[src/rtl/week_day_counter_pkg.sv]
// week_day_counter_pkg
// Weekday codes, FSM state encoding and the weekday increment helper.
// Shared by week_day_counter and the weekday 7-segment pattern decoder.
package week_day_counter_pkg;

  localparam logic [3:0] WD_SU  = 4'd0;
  localparam logic [3:0] WD_MO  = 4'd1;
  localparam logic [3:0] WD_TU  = 4'd2;
  localparam logic [3:0] WD_WE  = 4'd3;
  localparam logic [3:0] WD_TH  = 4'd4;
  localparam logic [3:0] WD_FR  = 4'd5;
  localparam logic [3:0] WD_SA  = 4'd6;
  localparam logic [3:0] WD_MAX = WD_SA;

  typedef enum logic {
    ST_RUN = 1'b0,
    ST_SET = 1'b1
  } state_t;

  // SA wraps to SU; an illegal code (7..15) also lands on SU.
  function automatic logic [3:0] wd_inc(input logic [3:0] wd);
    return (wd >= WD_MAX) ? WD_SU : wd + 4'd1;
  endfunction

endpackage

[src/rtl/week_day_counter_btn_debounce.sv]
// btn_debounce
// 2-FF synchronizer, counting debouncer and rising-edge detector for one
// raw push button.
//   CLK, RSTn  : clock, async active-low reset
//   btn_raw    : raw asynchronous active-high button
//   btn_level  : debounced level
//   btn_press  : one-cycle pulse on a debounced rising edge
module btn_debounce #(
  parameter int DEB_CYCLES = 500000
) (
  input  logic CLK,
  input  logic RSTn,
  input  logic btn_raw,
  output logic btn_level,
  output logic btn_press
);

  localparam int CW = $clog2(DEB_CYCLES + 1);
  localparam logic [CW-1:0] CNT_LAST = CW'(DEB_CYCLES - 1);

  logic          sync1, sync2;
  logic          deb_prev;
  logic          armed;
  logic [CW-1:0] cnt;

  // armed stays low after reset until the synced level has been stably low
  // for DEB_CYCLES samples, so a button held through reset cannot fire.
  always_ff @(posedge CLK or negedge RSTn) begin
    if (!RSTn) begin
      sync1     <= 1'b0;
      sync2     <= 1'b0;
      deb_prev  <= 1'b0;
      armed     <= 1'b0;
      btn_level <= 1'b0;
      cnt       <= '0;
    end else begin
      sync1    <= btn_raw;
      sync2    <= sync1;
      deb_prev <= btn_level;
      if ((armed && (sync2 == btn_level)) || (!armed && sync2)) begin
        cnt <= '0;
      end else if (cnt == CNT_LAST) begin
        cnt       <= '0;
        btn_level <= sync2;
        armed     <= 1'b1;
      end else begin
        cnt <= cnt + CW'(1);
      end
    end
  end

  assign btn_press = btn_level & ~deb_prev;

endmodule

[src/rtl/week_day_counter.sv]
// week_day_counter
// Weekday counter (0=SU..6=SA) advanced by the midnight carry, settable with
// a mode and an up button, with a blink flag while setting.
//   CLK, RSTn  : clock, async active-low reset
//   day_carry  : one-cycle midnight rollover pulse
//   btn_mode   : raw button, toggles RUN/SET
//   btn_up     : raw button, increments weekday in SET
//   week_day   : weekday code 0..6
//   set_mode   : high in SET
//   blank      : display off (blink phase in SET)
//   week_carry : one-cycle pulse on SA -> SU in RUN
module week_day_counter
  import week_day_counter_pkg::*;
#(
  parameter int DEB_CYCLES = 500000,
  parameter int BLINK_HALF = 12500000
) (
  input  logic       CLK,
  input  logic       RSTn,
  input  logic       day_carry,
  input  logic       btn_mode,
  input  logic       btn_up,
  output logic [3:0] week_day,
  output logic       set_mode,
  output logic       blank,
  output logic       week_carry
);

  localparam int BW = $clog2(BLINK_HALF);
  localparam logic [BW-1:0] BLINK_LAST = BW'(BLINK_HALF - 1);

  state_t        state_q, state_d;
  logic          mode_press, up_press;
  logic [1:0]    lvl_unused;
  logic [BW-1:0] blink_cnt_q, blink_cnt_d;
  logic          phase_q, phase_d;
  logic          run_inc, set_inc;
  logic [3:0]    wd_d;
  logic          wc_d, blank_d;

  btn_debounce #(.DEB_CYCLES(DEB_CYCLES)) u_deb_mode (
    .CLK       (CLK),
    .RSTn      (RSTn),
    .btn_raw   (btn_mode),
    .btn_level (lvl_unused[0]),
    .btn_press (mode_press)
  );

  btn_debounce #(.DEB_CYCLES(DEB_CYCLES)) u_deb_up (
    .CLK       (CLK),
    .RSTn      (RSTn),
    .btn_raw   (btn_up),
    .btn_level (lvl_unused[1]),
    .btn_press (up_press)
  );

  always_comb begin
    state_d     = state_q;
    wd_d        = week_day;
    blink_cnt_d = blink_cnt_q;
    phase_d     = phase_q;
    run_inc     = (state_q == ST_RUN) && day_carry;
    set_inc     = (state_q == ST_SET) && up_press;
    if (run_inc || set_inc) wd_d = wd_inc(week_day);
    wc_d = run_inc && (week_day == WD_MAX);
    if (mode_press) state_d = (state_q == ST_RUN) ? ST_SET : ST_RUN;
    // Counter is held clear outside SET, on SET entry and on every edit,
    // so each of those starts with a visible half-period.
    if ((state_q != ST_SET) || (state_d != ST_SET) || up_press) begin
      blink_cnt_d = '0;
      phase_d     = 1'b0;
    end else if (blink_cnt_q == BLINK_LAST) begin
      blink_cnt_d = '0;
      phase_d     = ~phase_q;
    end else begin
      blink_cnt_d = blink_cnt_q + BW'(1);
    end
    blank_d = (state_d == ST_SET) && phase_d;
  end

  always_ff @(posedge CLK or negedge RSTn) begin
    if (!RSTn) begin
      state_q     <= ST_RUN;
      week_day    <= WD_SU;
      week_carry  <= 1'b0;
      blank       <= 1'b0;
      blink_cnt_q <= '0;
      phase_q     <= 1'b0;
    end else begin
      state_q     <= state_d;
      week_day    <= wd_d;
      week_carry  <= wc_d;
      blank       <= blank_d;
      blink_cnt_q <= blink_cnt_d;
      phase_q     <= phase_d;
    end
  end

  assign set_mode = (state_q == ST_SET);

endmodule
[config.mk]
export PLATFORM = sky130hd
export DESIGN_NAME = week_day_counter
export DESIGN_NICKNAME = d
export VERILOG_FILES = /design/src/rtl/week_day_counter_pkg.sv /design/src/rtl/week_day_counter_btn_debounce.sv /design/src/rtl/week_day_counter.sv
export SDC_FILE = /design/constraint.sdc
export NUM_CORES = 1
export LEC_CHECK = 0
export ABC_AREA = 1
export BUFFER_PORTS_ARGS = -buffer_cell sky130_fd_sc_hd__buf_2
export CAP_MARGIN = 20
export CORE_AREA = 2 2 87 89
export CTS_CLUSTER_DIAMETER = 60
export CTS_CLUSTER_SIZE = 8
export DETAILED_ROUTE_END_ITERATION = 10
export DIE_AREA = 0 0 89 91
export PLACE_DENSITY = 0.83
export SYNTH_ARGS = -nofsm -noshare
export SYNTH_HDL_FRONTEND = slang
export SYNTH_SLANG_ARGS = --single-unit
[constraint.sdc]
create_clock -name CLK -period 1.9 [get_ports CLK]
set_input_delay 0.285 -clock CLK [delete_from_list [all_inputs] [get_ports CLK]]
set_output_delay 0.285 -clock CLK [all_outputs]
set_load 0.01 [all_outputs]
# Word level (Yosys, flattened, before mapping)
# Cells that the tools add are included.
[totals] latch_bits=0 mem_count=0 inputBits=5 romBits=0 register_bits=80 output_inout_bits=7 mem_bits_rw=0 wordCells=66
[classes] n_reduce_logical=17 n_lt_le_gt_ge=1 div_mod_pow=0 shift=0 n_mul=0 n_mux=11 n_eq_ne=6 bitwise=9 add_sub_neg=4
[ops] op="two-way mux 19 bit" n=4
[ops] op="two-way mux 24 bit" n=2
[ops] op="adder 19 x 1 -> 19 bit (second input constant)" n=2
[ops] op="equality test 19 bit (second input constant)" n=2
[ops] op="adder 24 x 1 -> 24 bit (second input constant)" n=1
[ops] op="equality test 24 bit (second input constant)" n=1
[ops] op="logical AND 1 bit" n=8
[ops] op="NOT 1 bit" n=7
[ops] op="logical OR 1 bit" n=5
[ops] op="adder 4 x 1 -> 4 bit (second input constant)" n=1
[ops] op="equality test 4 x 3 -> 1 bit (second input constant)" n=1
[ops] op="greater-or-equal comparator 4 x 3 -> 1 bit (second input constant)" n=1
[ops] op="two-way mux 1 bit" n=4
[ops] op="two-way mux 4 bit" n=1
[ops] op="AND reduction 2 bit" n=2
[ops] op="AND 1 bit" n=2
[ops] op="equality test 1 bit" n=2
[ops] op="zero test 1 bit" n=2

# Longest topological paths before layout
# Gate-level depths: netlist of run 1.
[logic_depth] depth_word=8 ltp_mapped=10 ltp_nobuf=10

# Hierarchy
# A second synthesis of run 1 with hierarchy kept.
[hier_totals] hier_cells=549 area_unflattened_um2=4311.6
[by_module_without_submodules] mod="btn_debounce" area_per_inst_um2=1262.5 cells_each=156 n_inst=2
[by_module_without_submodules] mod="week_day_counter" area_per_inst_um2=1786.7 cells_each=237 n_inst=1

# Worst setup path after synthesis of run 1
# OpenSTA, ideal clock, no wires.
[synth_timing] path_kind="register to register" startpoint="reg u_deb_mode.btn_level" endpoint="reg blink_cnt_q[14]" stages_incl_launch_ff=7 arrival_ns=1.272 synth_period_minus_slack_ns=1.404 path_slack_ns=0.496 t_required_ns=1.768 path_buffers=1 cell_sequence="dfrtp_1 -> inv_1 -> or2_2 -> ha_1 -> o21ai_0 -> clkbuf_1 -> nor2_1"
[synth_via] elab_chain_cells=6
[synth_lines] item="start: declaration" line="week_day_counter_btn_debounce.sv:14" source="output logic btn_level,"
[synth_lines] item="start signal: assignment" line="week_day_counter_btn_debounce.sv:44" source="btn_level <= sync2;"
[synth_lines] item="AND 1 bit" line="week_day_counter_btn_debounce.sv:52" source="assign btn_press = btn_level & ~deb_prev;"
[synth_lines] item="two-way mux 1 bit" line="week_day_counter.sv:66" source="if (mode_press) state_d = (state_q == ST_RUN) ? ST_SET : ST_RUN;"
[synth_lines] item="NOT 1 bit" line="week_day_counter.sv:69" source="if ((state_q != ST_SET) || (state_d != ST_SET) || up_press) begin"
[synth_lines] item="logical OR 1 bit (2 in series)" line="week_day_counter.sv:69"
[synth_lines] item="two-way mux 24 bit" line="week_day_counter.sv:69"
[synth_lines] item="via blink_cnt_d[14]" line="week_day_counter.sv:35" source="logic [BW-1:0] blink_cnt_q, blink_cnt_d;"
[synth_lines] item="end signal: assignment" line="week_day_counter.sv:94" source="blink_cnt_q <= blink_cnt_d;"
[synth_lines] item="end: declaration" line="week_day_counter.sv:35"
# The timed path passes the listed nets, and every way through them passes these cells.
# A chain may end at the register's enable or synchronous reset.

# Worst setup path after layout of run 1
[layout_timing] startpoint="reg u_deb_mode.btn_level" endpoint="reg blink_cnt_q[15]"
# The elaborated chain is that of the path after synthesis.

==> results of run 1 <==
## power groups by stage
stage	clock, mW	sequential [mW]	combinational [mW]
global placement	0	1.82	0.202
global route	1.53	1.80	0.252
CTS	1.45	1.79	0.222
detailed placement	0	1.83	0.218
floorplan	0	1.83	0.0984
finish	1.43	1.79	0.215
## worst register-to-register path: stages, from the launching register on
cell     delay (ps)
dfrtp_1         390
inv_1            60
or2_2           270
ha_1            180
o21ai_0         100
inv_1           210
nand2_2         190
nor2_1           70
## cells by family (layout without fill, tap and decap cells)
family | count (synthesis) | count (layout) | synth area share
simple gates | 343 | 343 | 0.372
flops | 80 | 80 | 0.462
buf+inv | 64 | 92 | 0.0563
compound gates | 29 | 29 | 0.0358
xor+xnor | 28 | 28 | 0.0566
fa+ha+maj | 6 | 6 | 0.0173
## metrics by stage
| step | cells | worst slack (ps) | utilization | total power, mW |
|---|---|---|---|---|
| floorplan | 550 | 496 | - | 1.93 |
| global placement | 660 | 429 | 0.636 | 2.02 |
| detailed placement | 660 | 344 | 0.636 | 2.04 |
| CTS | 677 | 325 | 0.669 | 3.46 |
| global route | 677 | 156 | 0.669 | 3.58 |
| finish | 677 | 344 | 0.669 | 3.44 |
## synth_stat cells (3+ instances only)
cell type / instances / share of area
nand4_1: 12 / 0.017
inv_1: 55 / 0.048
nor2_1: 116 / 0.10
dfrtp_1: 80 / 0.46
nor2_2: 7 / 0.010
nor2_4: 11 / 0.029
nand2_2: 13 / 0.019
nand3_2: 6 / 0.014
nand3_1: 48 / 0.055
nand2_1: 108 / 0.094
xor2_1: 19 / 0.038
inv_2: 5 / 0.0043
buf_2: 3 / 0.0035
ha_1: 6 / 0.017
a21oi_1: 13 / 0.015
nor3_1: 12 / 0.014
xnor2_1: 9 / 0.018
o21ai_0: 11 / 0.013
o21bai_1: 3 / 0.0052
## state kept, by name (all words and copies together), names as in the netlist, 4 cells and up
signal,flops
blink_cnt_q,24
u_deb_mode.cnt,19
week_day,4
u_deb_up.cnt,19
## routing by layer
metal / vias up / part of all wire / GRT usage
met3: 19 / 0.048 / 0.0464
met4: 0 / 0.024 / 0.0970
met1: 1700 / 0.43 / 0.332
met2: 105 / 0.50 / 0.399
met5: - / 0 / 0
li1: 1790 / - / -
## final cells by class
cell class | count | area, um2
Tap cell | 99 | 124
Timing Repair Buffer | 16 | 110
Sequential cell | 80 | 2000
Clock inverter | 7 | 104
Inverter | 60 | 225
Multi-Input combinational cell | 406 | 2090
Clock buffer | 9 | 124
Fill cell | 595 | 2360
## placed cells by master (no fill, tap or decap), drive strengths merged
cell / count
o21a: 1
nor3b: 1
clkbuf: 9
inv: 62
nand4: 12
or2: 3
nand3: 54
ha: 6
a21oi: 13
bufinv: 2
dfrtp: 80
dlygate4sd3: 1
nand2: 122
clkinvlp: 2
o21bai: 3
clkinv: 1
xnor2: 9
nor3: 14
nand3b: 2
o21ai: 12
xor2: 19
and2: 1
buf: 15
nor2: 134
## final timing paths
path | from | endpoint | slack (ps)
max | u_deb_mode.btn_level | blink_cnt_q[15] | 340
max reg2reg | u_deb_mode.btn_level | blink_cnt_q[15] | 340
min reg2reg | u_deb_mode.sync1 | u_deb_mode.sync2 | 350
min in group asynchronous | RSTn | blink_cnt_q[7] | 350
max in group asynchronous | RSTn | u_deb_up.cnt[8] | 930
min | btn_up | u_deb_up.sync1 | 30
==> impl_results.md, run 1 <==
- Run status: completed
- Vias in the first global route: 3506
- Clock Pin Slew Worst Setup and Hold Paths: 90 ps
- Post-Syn Area: 4330 um2
- Arrival time worst endpoint: 1800 ps
- DIE WIDTH: 89 um
- Antenna cells: 0
- Critical path, cell by cell: inv_1 -> or2_2 -> ha_1 -> o21ai_0 -> inv_1 -> nand2_2 -> nor2_1
- Initial core utilization: 0.607
- Internal power: 2.58 mW
- Hold slack: 34.3 ps
- P_leak: 2.04 nW
- Clk buf depth: 2
- Hold Fails Final Rpt: 0
- Antenna violations before repair: 0
- IO Port Bufs: 11
- DR pass1 iterations: 4
- Clock skew: 13.0 ps
- Core area: 7140 um2
- Part of the power in the clock network: 0.416
- Wire length per cell: 13.7 um
- RSZ-0062 raised after global routing: no
- CP Max Fanout: 9
- Seq/Total Area, Yosys: 0.462
- CP startpoint kind: register
- CTS tree: done
- CP max stage cell: dfrtp_1
- Top Ports: 12
- Logic pwr share: 0.063
- CP required: 2140 ps
- Netlist cell types: 30
- Synth async-reset ratio: 1.00
- Gates resized, CTS repair: 0
- Post-route DRC: 0
- Total gr overflow: 0
- Final nets: 584
- Power Dens Cells: 720 nW/um2
- Post-route ant nets: 0
- Root buf cell: clkbuf_8
- CP endpoint kind: register
- Most frequent CP cell: inv_1
- EDFF count, synth: 0
- Die height: 91 um
- Hold buffers post-CTS: 1
- Crit Path Category: register to register
- Ys Warns: 0
- Initial drt markers: 202
- Final period util: 0.819
- Reg2reg path depth: 7
- Switching Share: 0.249
- Worst-Skew Late Latency: 360 ps
- Critical path buffer and inverter count: 2
- Synth-to-Final Area Change: 10.2%
- Crit. path cell count: 7
- Worst hold path depth: 1
- Max_slew headroom: 0.760
- Worst-Margin Slew: 359 ps
- Die area: 8100 um2
- Post-route cell area: 4770 um2
- Post-Synthesis Cells: 550
- Clock Sinks: 80
- Via count: 3614
- Placed inst area: 4540 um2
- Syn avg cell area: 7.88 um2
- Main flop type after synthesis: dfrtp_1
- Maximum vdd ir drop: 518 uV
- Setup_tns: 0 ps
- Slew Viols, Final: 0
- Hpwl dp: 6740 um
- Sequential share of power: 0.521
- Sw power: 0.855 mW
- Largest net degree at the start of global routing: 36
- Max stage delay on crit path: 390 ps
- Fin crit period: 1560 ps
- #FFs+latches synth: 80
- Synth Net Count: 561
- Gpl congestion: 0.910
- Total CTS buffers: 9
- GRT Total Usage: 0.249
- Post-CTS Setup Inserts: 0
- Post-DR vias/cell: 5.34
- Crit path max-delay family: simple AND/OR/NAND/NOR gates
- Global-route wire length before repair: 15800 um
- H-tree levels: 3
- Num rows: 31
- Fmax: 643 MHz
- Fraction of layout instances using a drive strength above 1: 0.135
- Worst min path class: input pin to register
- Max_cap viols: 0
- Drt total wl: 9300 um
- Final setup violating endpoints: 0
(Power assumes the default switching activity.)
==> run 2: changes to the inputs <==
- clock period: 1.9 -> 1.6 ns (I/O delays scaled with it)
==> run 2 against run 1 <==
Cell count is 1.3% higher; clock-buffer cell count stayed put; critical path depth stayed put; critical endpoint is now blink_cnt_q[14]; sequential power is 19% higher.
==> impl_results.md, run 2 (synthesis gave the netlist of run 1 again) <==
- Run status: completed (unchanged)
- Post-route DRC: 0 (unchanged)
- CP Max Fanout: 5 (was 9)
- Gpl congestion: 0.897 (was 0.910)
- Largest net degree at the start of global routing: 34 (was 36)
- Top Ports: 12 (unchanged)
- Worst-Margin Slew: 427 ps (was 359 ps)
- Post-DR vias/cell: 5.22 (was 5.34)
- Slew Viols, Final: 0 (unchanged)
- Hpwl dp: 6550 um (was 6740 um)
- Worst min path class: input pin to register (unchanged)
- Most frequent CP cell: nand3_2 (was inv_1)
- H-tree levels: 3 (unchanged)
- Fin cells: 686 (was 677)
- CP startpoint kind: register (unchanged)
- Pre-CTS WS: 61.1 ps (was 344 ps)
- Clock Sinks: 80 (unchanged)
- Die height: 91 um (unchanged)
- Initial core utilization: 0.607 (unchanged)
- Power Dens Cells: 812 nW/um2 (was 720 nW/um2)
- P_leak: 2.11 nW (was 2.04 nW)
- Num rows: 31 (unchanged)
- Core area: 7140 um2 (unchanged)
- RSZ-0062 raised after global routing: yes (was no)
- Largest Register: blink_cnt_q (unchanged)
- Fmax: 666 MHz (was 643 MHz)
- Crit path max-delay family: simple AND/OR/NAND/NOR gates (unchanged)
- Critical path buffer and inverter count: 1 (was 2)
- Max_cap viols: 0 (unchanged)
- Largest registers: blink_cnt_q: 24 flops, u_deb_mode.cnt: 19 flops, u_deb_up.cnt: 19 flops (unchanged)
- Drt total wl: 8940 um (was 9300 um)
- Max_slew headroom: 0.715 (was 0.760)
- Worst-Skew Late Latency: 360 ps (about the same)
- CP max stage cell: dfrtp_1 (unchanged)
- IO Port Bufs: 11 (unchanged)
- Total CTS buffers: 9 (unchanged)
- Clk buf depth: 2 (unchanged)
- DIE WIDTH: 89 um (unchanged)
- GRT Total Usage: 0.237 (was 0.249)
- Hold Fails Final Rpt: 0 (unchanged)
- Total gr overflow: 0 (unchanged)
- Arrival time worst endpoint: 1740 ps (was 1800 ps)
- Max reg flops: 24 (unchanged)
- Via count: 3582 (was 3614)
- Clock skew: 13.5 ps (was 13.0 ps)
- Max stage delay on crit path: 370 ps (was 390 ps)
- Final period util: 0.938 (was 0.819)
- Final Util: 0.682 (was 0.669)
- CTS tree: done (unchanged)
- Vias in the first global route: 3358 (was 3506)
- Global-route wire length before repair: 15000 um (was 15800 um)
- DR pass1 iterations: 7 (was 4)
- Post-route cell area: 4870 um2 (was 4770 um2)
- Synth-to-Final Area Change: 12.3% (was 10.2%)
- Maximum vdd ir drop: 624 uV (was 518 uV)
- Placed inst area: 4550 um2 (was 4540 um2)
- Setup_tns: 0 ps (unchanged)
- Wire length per cell: 13.0 um (was 13.7 um)
- Final setup violating endpoints: 0 (unchanged)
- Post-route ant nets: 0 (unchanged)
- Most frequent cells in the layout: 115 x nor2_1, 106 x nand2_1, 80 x dfrtp_1 (was 116 x nor2_1, 108 x nand2_1, 80 x dfrtp_1)
- Clock Pin Slew Worst Setup and Hold Paths: 90 ps (about the same)
- CP required: 1840 ps (was 2140 ps)
- Critical path, cell by cell: ha_1 -> nand3_2 -> inv_2 -> nand3_2 -> nor2_4 -> xor2_1 -> nor2_1 (was inv_1 -> or2_2 -> ha_1 -> o21ai_0 -> inv_1 -> nand2_2 -> nor2_1)
- Setup slack after layout: 98.5 ps (was 344 ps)
- Crit Path Category: register to register (unchanged)
- CP endpoint kind: register (unchanged)
- Fin crit period: 1500 ps (was 1560 ps)
- Most common library cell in the layout ignoring fill and taps: nor2_1 (unchanged)
- Antenna violations before repair: 0 (unchanged)
- Final nets: 593 (was 584)
- Hold slack: 100 ps (was 34.3 ps)
- Antenna cells: 0 (unchanged)
- Initial drt markers: 250 (was 202)
- DP Cell Count: 662 (was 660)
- Die area: 8100 um2 (unchanged)
- Root buf cell: clkbuf_8 (unchanged)
- Total Power: 3.95 mW (was 3.44 mW)
- Fraction of layout instances using a drive strength above 1: 0.155 (was 0.135)
## run 2: cell count changes in the layout (fill, tap and decap cells not counted), sizes merged
| cell | previous run | this run |
|---|---|---|
| buf | 15 | 22 |
| inv | 62 | 65 |
| clkinvlp | 2 | 0 |
| dlygate4sd3 | 1 | 3 |
| bufinv | 2 | 1 |
## run 2: what timing repair did
action / CTS / global route
hold buffers: 3 / 0
setup endpoints to repair: 0 / 26
buffers inserted: 0 / 5
endpoints found under the hold margin: 33 / 0
gates resized for setup: 0 / 11
## run 2: area by class of cell
cell class              count  area (um2)
well taps                  99         124
multi-input cells         406        2120
inverters                  60         225
clock inverters             7        81.3
clock buffers               9         124
flip-flops and latches     80        2000
repair buffers             25         186
fillers                   596        2270
## run 2: per-layer routing
metal / vias up / wire length [um] / GRT usage
met1: 1698 / 4010 / 0.314
met2: 62 / 4520 / 0.396
met3: 17 / 260 / 0.0355
met5: - / 0 / 0
met4: 0 / 142 / 0.0808
li1: 1805 / - / -
## run 2: worst paths after layout
check / from / to / slack, ps / cells after the start
worst max-delay path: blink_cnt_q[0] / blink_cnt_q[14] / 100 / 7
worst min-delay path: day_carry / week_carry / 100 / 3
worst max register to register: blink_cnt_q[0] / blink_cnt_q[14] / 100 / 7
worst min register to register: u_deb_up.sync1 / u_deb_up.sync2 / 370 / 0
max in group asynchronous: RSTn / u_deb_mode.cnt[14] / 610 / 3
min in group asynchronous: RSTn / blink_cnt_q[2] / 350 / 2
## run 2: power by group
group          internal [mW]  leakage [nW]  total, mW  switching, mW
registers               2.07          1.10       2.13         0.0562
clock network          0.752         0.107       1.57          0.816
logic                  0.105         0.902      0.256          0.150
total                   2.93          2.11       3.95           1.02
## run 2: worst register-to-register path: cells and delay by family, from the launching register on
kind | cells | cell delay (ps)
AND/OR/NAND/NOR | 4 | 510
flip-flops | 1 | 370
adder cells (fa/ha/maj) | 1 | 210
XOR/XNOR | 1 | 180
buffers and inverters | 1 | 120
==> run 3: changes to the inputs <==
--- a/config.mk
+++ b/config.mk
@@ -9,3 +9,2 @@
 export BUFFER_PORTS_ARGS = -buffer_cell sky130_fd_sc_hd__buf_2
-export CAP_MARGIN = 20
 export CORE_AREA = 2 2 87 89
@@ -18,2 +17,3 @@
 export SYNTH_HDL_FRONTEND = slang
+export SYNTH_HIERARCHICAL = 1
 export SYNTH_SLANG_ARGS = --single-unit
--- a/constraint.sdc
+++ b/constraint.sdc
@@ -3,2 +3,2 @@
 set_output_delay 0.24 -clock CLK [all_outputs]
-set_load 0.01 [all_outputs]
+set_load 0.02 [all_outputs]
==> run 3 against run 2 <==
Maximum frequency increased by 1.5%; non-clock buffer count shrank 4; worst hold slack gained 31 ps; clock power shrank 9.6%; critical path depth increased by 1; global-route usage grew 0.19 points; synthesized area fell by 0.46%; sequential cell count is the same; clock skew fell by 2.7 ps; cell area fell by 1.2%; wire length is 1.8% lower; critical path type unchanged; largest power group unchanged; highest routed layer unchanged.
==> impl_results.md, run 3 <==
- Post-Syn Area: 4310 um2 (was 4330 um2)
- Maximum vdd ir drop: 535 uV (was 624 uV)
- CP required: 1840 ps (about the same)
- Num rows: 31 (unchanged)
- Sequential share of power: 0.554 (was 0.539)
- Via count: 3620 (was 3582)
- Count leader, synth: nor2_1 (unchanged)
- Die height: 91 um (unchanged)
- Initial drt markers: 236 (was 250)
- #FFs+latches synth: 80 (unchanged)
- Vias in the first global route: 3529 (was 3358)
- DP Cell Count: 663 (was 662)
- Antenna violations before repair: 0 (unchanged)
- Antenna cells: 0 (unchanged)
- Clock skew: 10.8 ps (was 13.5 ps)
- Part of the power in the clock network: 0.371 (was 0.397)
- Slew Viols, Final: 0 (unchanged)
- Setup slack after layout: 120 ps (was 98.5 ps)
- Fmax: 676 MHz (was 666 MHz)
- Initial core utilization: 0.604 (was 0.607)
- Run status: completed (unchanged)
- Synth async-reset ratio: 1.00 (unchanged)
- Top Ports: 12 (unchanged)
- Clock Sinks: 80 (unchanged)
- Max stage delay on crit path: 430 ps (was 370 ps)
- Max_slew headroom: 0.713 (was 0.715)
- Final period util: 0.925 (was 0.938)
- P_leak: 2.08 nW (was 2.11 nW)
- CP endpoint kind: register (unchanged)
- Fraction of layout instances using a drive strength above 1: 0.142 (was 0.155)
- Largest Register: blink_cnt_q (unchanged)
- Worst-Margin Slew: 430 ps (was 427 ps)
- Post-Synthesis Cells: 549 (was 550)
- Logic pwr share: 0.075 (was 0.065)
- Wire length per cell: 12.8 um (was 13.0 um)
- Internal power: 2.80 mW (was 2.93 mW)
- Crit Path Category: register to register (unchanged)
- Post-DR vias/cell: 5.30 (was 5.22)
- Global-route wire length before repair: 15200 um (was 15000 um)
- Yosys top cell by area: dfrtp_1 (unchanged)
- Post-synth top area share: 0.464 (was 0.462)
- Arrival time worst endpoint: 1720 ps (was 1740 ps)
- Fin cells: 683 (was 686)
- Sw power: 1.04 mW (was 1.02 mW)
- CP max stage cell: dfrtp_1 (unchanged)
- DIE WIDTH: 89 um (unchanged)
- Hold slack: 131 ps (was 100 ps)
- Post-route ant nets: 0 (unchanged)
- Largest registers: blink_cnt_q: 24 flops, u_deb_mode/cnt: 19 flops, u_deb_up/cnt: 19 flops (was blink_cnt_q: 24 flops, u_deb_mode.cnt: 19 flops, u_deb_up.cnt: 19 flops)
- Total CTS buffers: 9 (unchanged)
- Clock Pin Slew Worst Setup and Hold Paths: 90 ps (about the same)
- Ys Warns: 6 (was 0)
- Worst min path class: input pin to register (unchanged)
- Synth-to-Final Area Change: 11.5% (was 12.3%)
- IO Port Bufs: 11 (unchanged)
- Clk buf depth: 2 (unchanged)
- Fin crit period: 1480 ps (was 1500 ps)
- Die area: 8100 um2 (unchanged)
- CP startpoint kind: register (unchanged)
- DR pass1 iterations: 4 (was 7)
- Critical path, cell by cell: ha_4 -> nand3_4 -> nor2_4 -> nand2_2 -> nor2_4 -> nand3_1 -> nand3_1 -> nor2_1 (was ha_1 -> nand3_2 -> inv_2 -> nand3_2 -> nor2_4 -> xor2_1 -> nor2_1)
- CTS tree: done (unchanged)
- Max reg flops: 24 (unchanged)
- EDFF count, synth: 0 (unchanged)
- Synth Net Count: 560 (was 561)
- Main flop type after synthesis: dfrtp_1 (unchanged)
- Switching Share: 0.270 (was 0.259)
- Largest net degree at the start of global routing: 81 (was 34)
- Fillers: 568 (was 596)
- Total gr overflow: 0 (unchanged)
- GRT Total Usage: 0.239 (was 0.237)
- Netlist cell types: 27 (was 30)
- Root buf cell: clkbuf_8 (unchanged)
- Most frequent cells in the layout: 114 x nor2_1, 104 x nand2_1, 80 x dfrtp_1 (was 115 x nor2_1, 106 x nand2_1, 80 x dfrtp_1)
- Power Dens Cells: 799 nW/um2 (was 812 nW/um2)
- Core area: 7140 um2 (unchanged)
- Post-route DRC: 0 (unchanged)
- Most common library cell in the layout ignoring fill and taps: nor2_1 (unchanged)
- Gpl congestion: 0.901 (was 0.897)
- Hold Fails Final Rpt: 0 (unchanged)
- Final nets: 590 (was 593)
- Worst-Skew Late Latency: 360 ps (about the same)
- Total Power: 3.84 mW (was 3.95 mW)
- H-tree levels: 3 (unchanged)
- Synth area leaders: dfrtp_1 46%, nor2_1 10%, nand2_1 9.1% (was dfrtp_1 46%, nor2_1 10%, nand2_1 9.4%)
- Drt total wl: 8780 um (was 8940 um)
- Seq/Total Area, Yosys: 0.464 (was 0.462)
- Pre-CTS WS: 52.8 ps (was 61.1 ps)
- Final setup violating endpoints: 0 (unchanged)
- Top cells by count, synth: 117 x nor2_1, 105 x nand2_1, 80 x dfrtp_1 (was 116 x nor2_1, 108 x nand2_1, 80 x dfrtp_1)
- Max_cap viols: 0 (unchanged)
- Syn avg cell area: 7.85 um2 (was 7.88 um2)
- CP Max Fanout: 5 (unchanged)
- Hpwl dp: 6190 um (was 6550 um)
run 3: cell count changes after synthesis, moves of 3 or more:
| cell | before | now |
|---|---|---|
| nand2_2 | 13 | 10 |
| o21ai_1 | 1 | 6 |
| nand2_1 | 108 | 105 |
| inv_1 | 55 | 64 |
| nor2_2 | 7 | 11 |
| nand4_1 | 12 | 7 |
| nand3_2 | 6 | 3 |
| nor3_1 | 12 | 8 |
run 3: repair_timing:
item / CTS / global route
endpoints found under the hold margin: 82 / 0
resized for setup: 0 / 9
buffers inserted: 0 / 1
hold buffers: 3 / 0
setup endpoints to repair: 0 / 21
run 3: cells by family (layout without fill, tap and decap cells):
kind of cell / count (synthesis) / count (layout) / share of synthesized area
AO/OA/AOI/OAI: 34 / 34 / 0.0418
flip-flops: 80 / 80 / 0.464
buffers and inverters: 70 / 105 / 0.0615
XOR/XNOR: 29 / 29 / 0.0589
adder cells (fa/ha/maj): 6 / 6 / 0.0174
AND/OR/NAND/NOR: 330 / 330 / 0.356
run 3: routing by layer:
metal	up-vias	GRT usage	share of wire	routed length, um
li1	1778	-	-	-
met1	1737	0.309	0.45	3940
met2	86	0.396	0.49	4340
met3	19	0.0345	0.033	287
met4	0	0.103	0.024	208
met5	-	0	0	0
run 3: path summary, 6_finish.rpt:
path / slack, ps / endpoint / cells past startpoint / start
worst max-delay path: 120 / blink_cnt_q[18] / 8 / blink_cnt_q[0]
worst min-delay path: 130 / week_carry / 3 / day_carry
worst max register to register: 120 / blink_cnt_q[18] / 8 / blink_cnt_q[0]
worst min register to register: 360 / u_deb_up/sync2 / 0 / u_deb_up/sync1
max in group asynchronous: 800 / blink_cnt_q[11] / 3 / RSTn
min in group asynchronous: 440 / blink_cnt_q[12] / 3 / RSTn
run 3: critical path: cells and delay by family (launching register included):
family                     cells  cell delay (ps)
and+or+nand+nor                7              770
DFF                            1              430
adders and majority gates      1              180
run 3: area by class of cell:
cell class | count | area (um2) | area share
inverters | 68 | 259 | 0.0539
clock buffers | 10 | 138 | 0.0286
flip-flops and latches | 80 | 2000 | 0.416
clock inverters | 6 | 53.8 | 0.0112
multi-input cells | 399 | 2080 | 0.432
repair buffers | 21 | 153 | 0.0317
well taps | 99 | 124 | 0.0258
run 3: stage by stage:
stage	instance area (um2)	utilization	TNS, ps
2_1_floorplan	4310	-	0
3_3_place_gp	4540	0.636	0
3_5_place_dp	4540	0.636	0
4_1_cts	4760	0.667	0
5_1_grt	4810	0.674	-33.6
6_report	4810	0.674	0
run 3: power groups by stage:
stage / Clock, mW / Combinational (mW) / Sequential (mW)
after floorplan: 0 / 0.119 / 2.21
after detailed placement: 0 / 0.289 / 2.17
after global routing: 1.56 / 0.340 / 2.14
after global placement: 0 / 0.279 / 2.17
final: 1.42 / 0.289 / 2.13
after CTS: 1.46 / 0.297 / 2.13
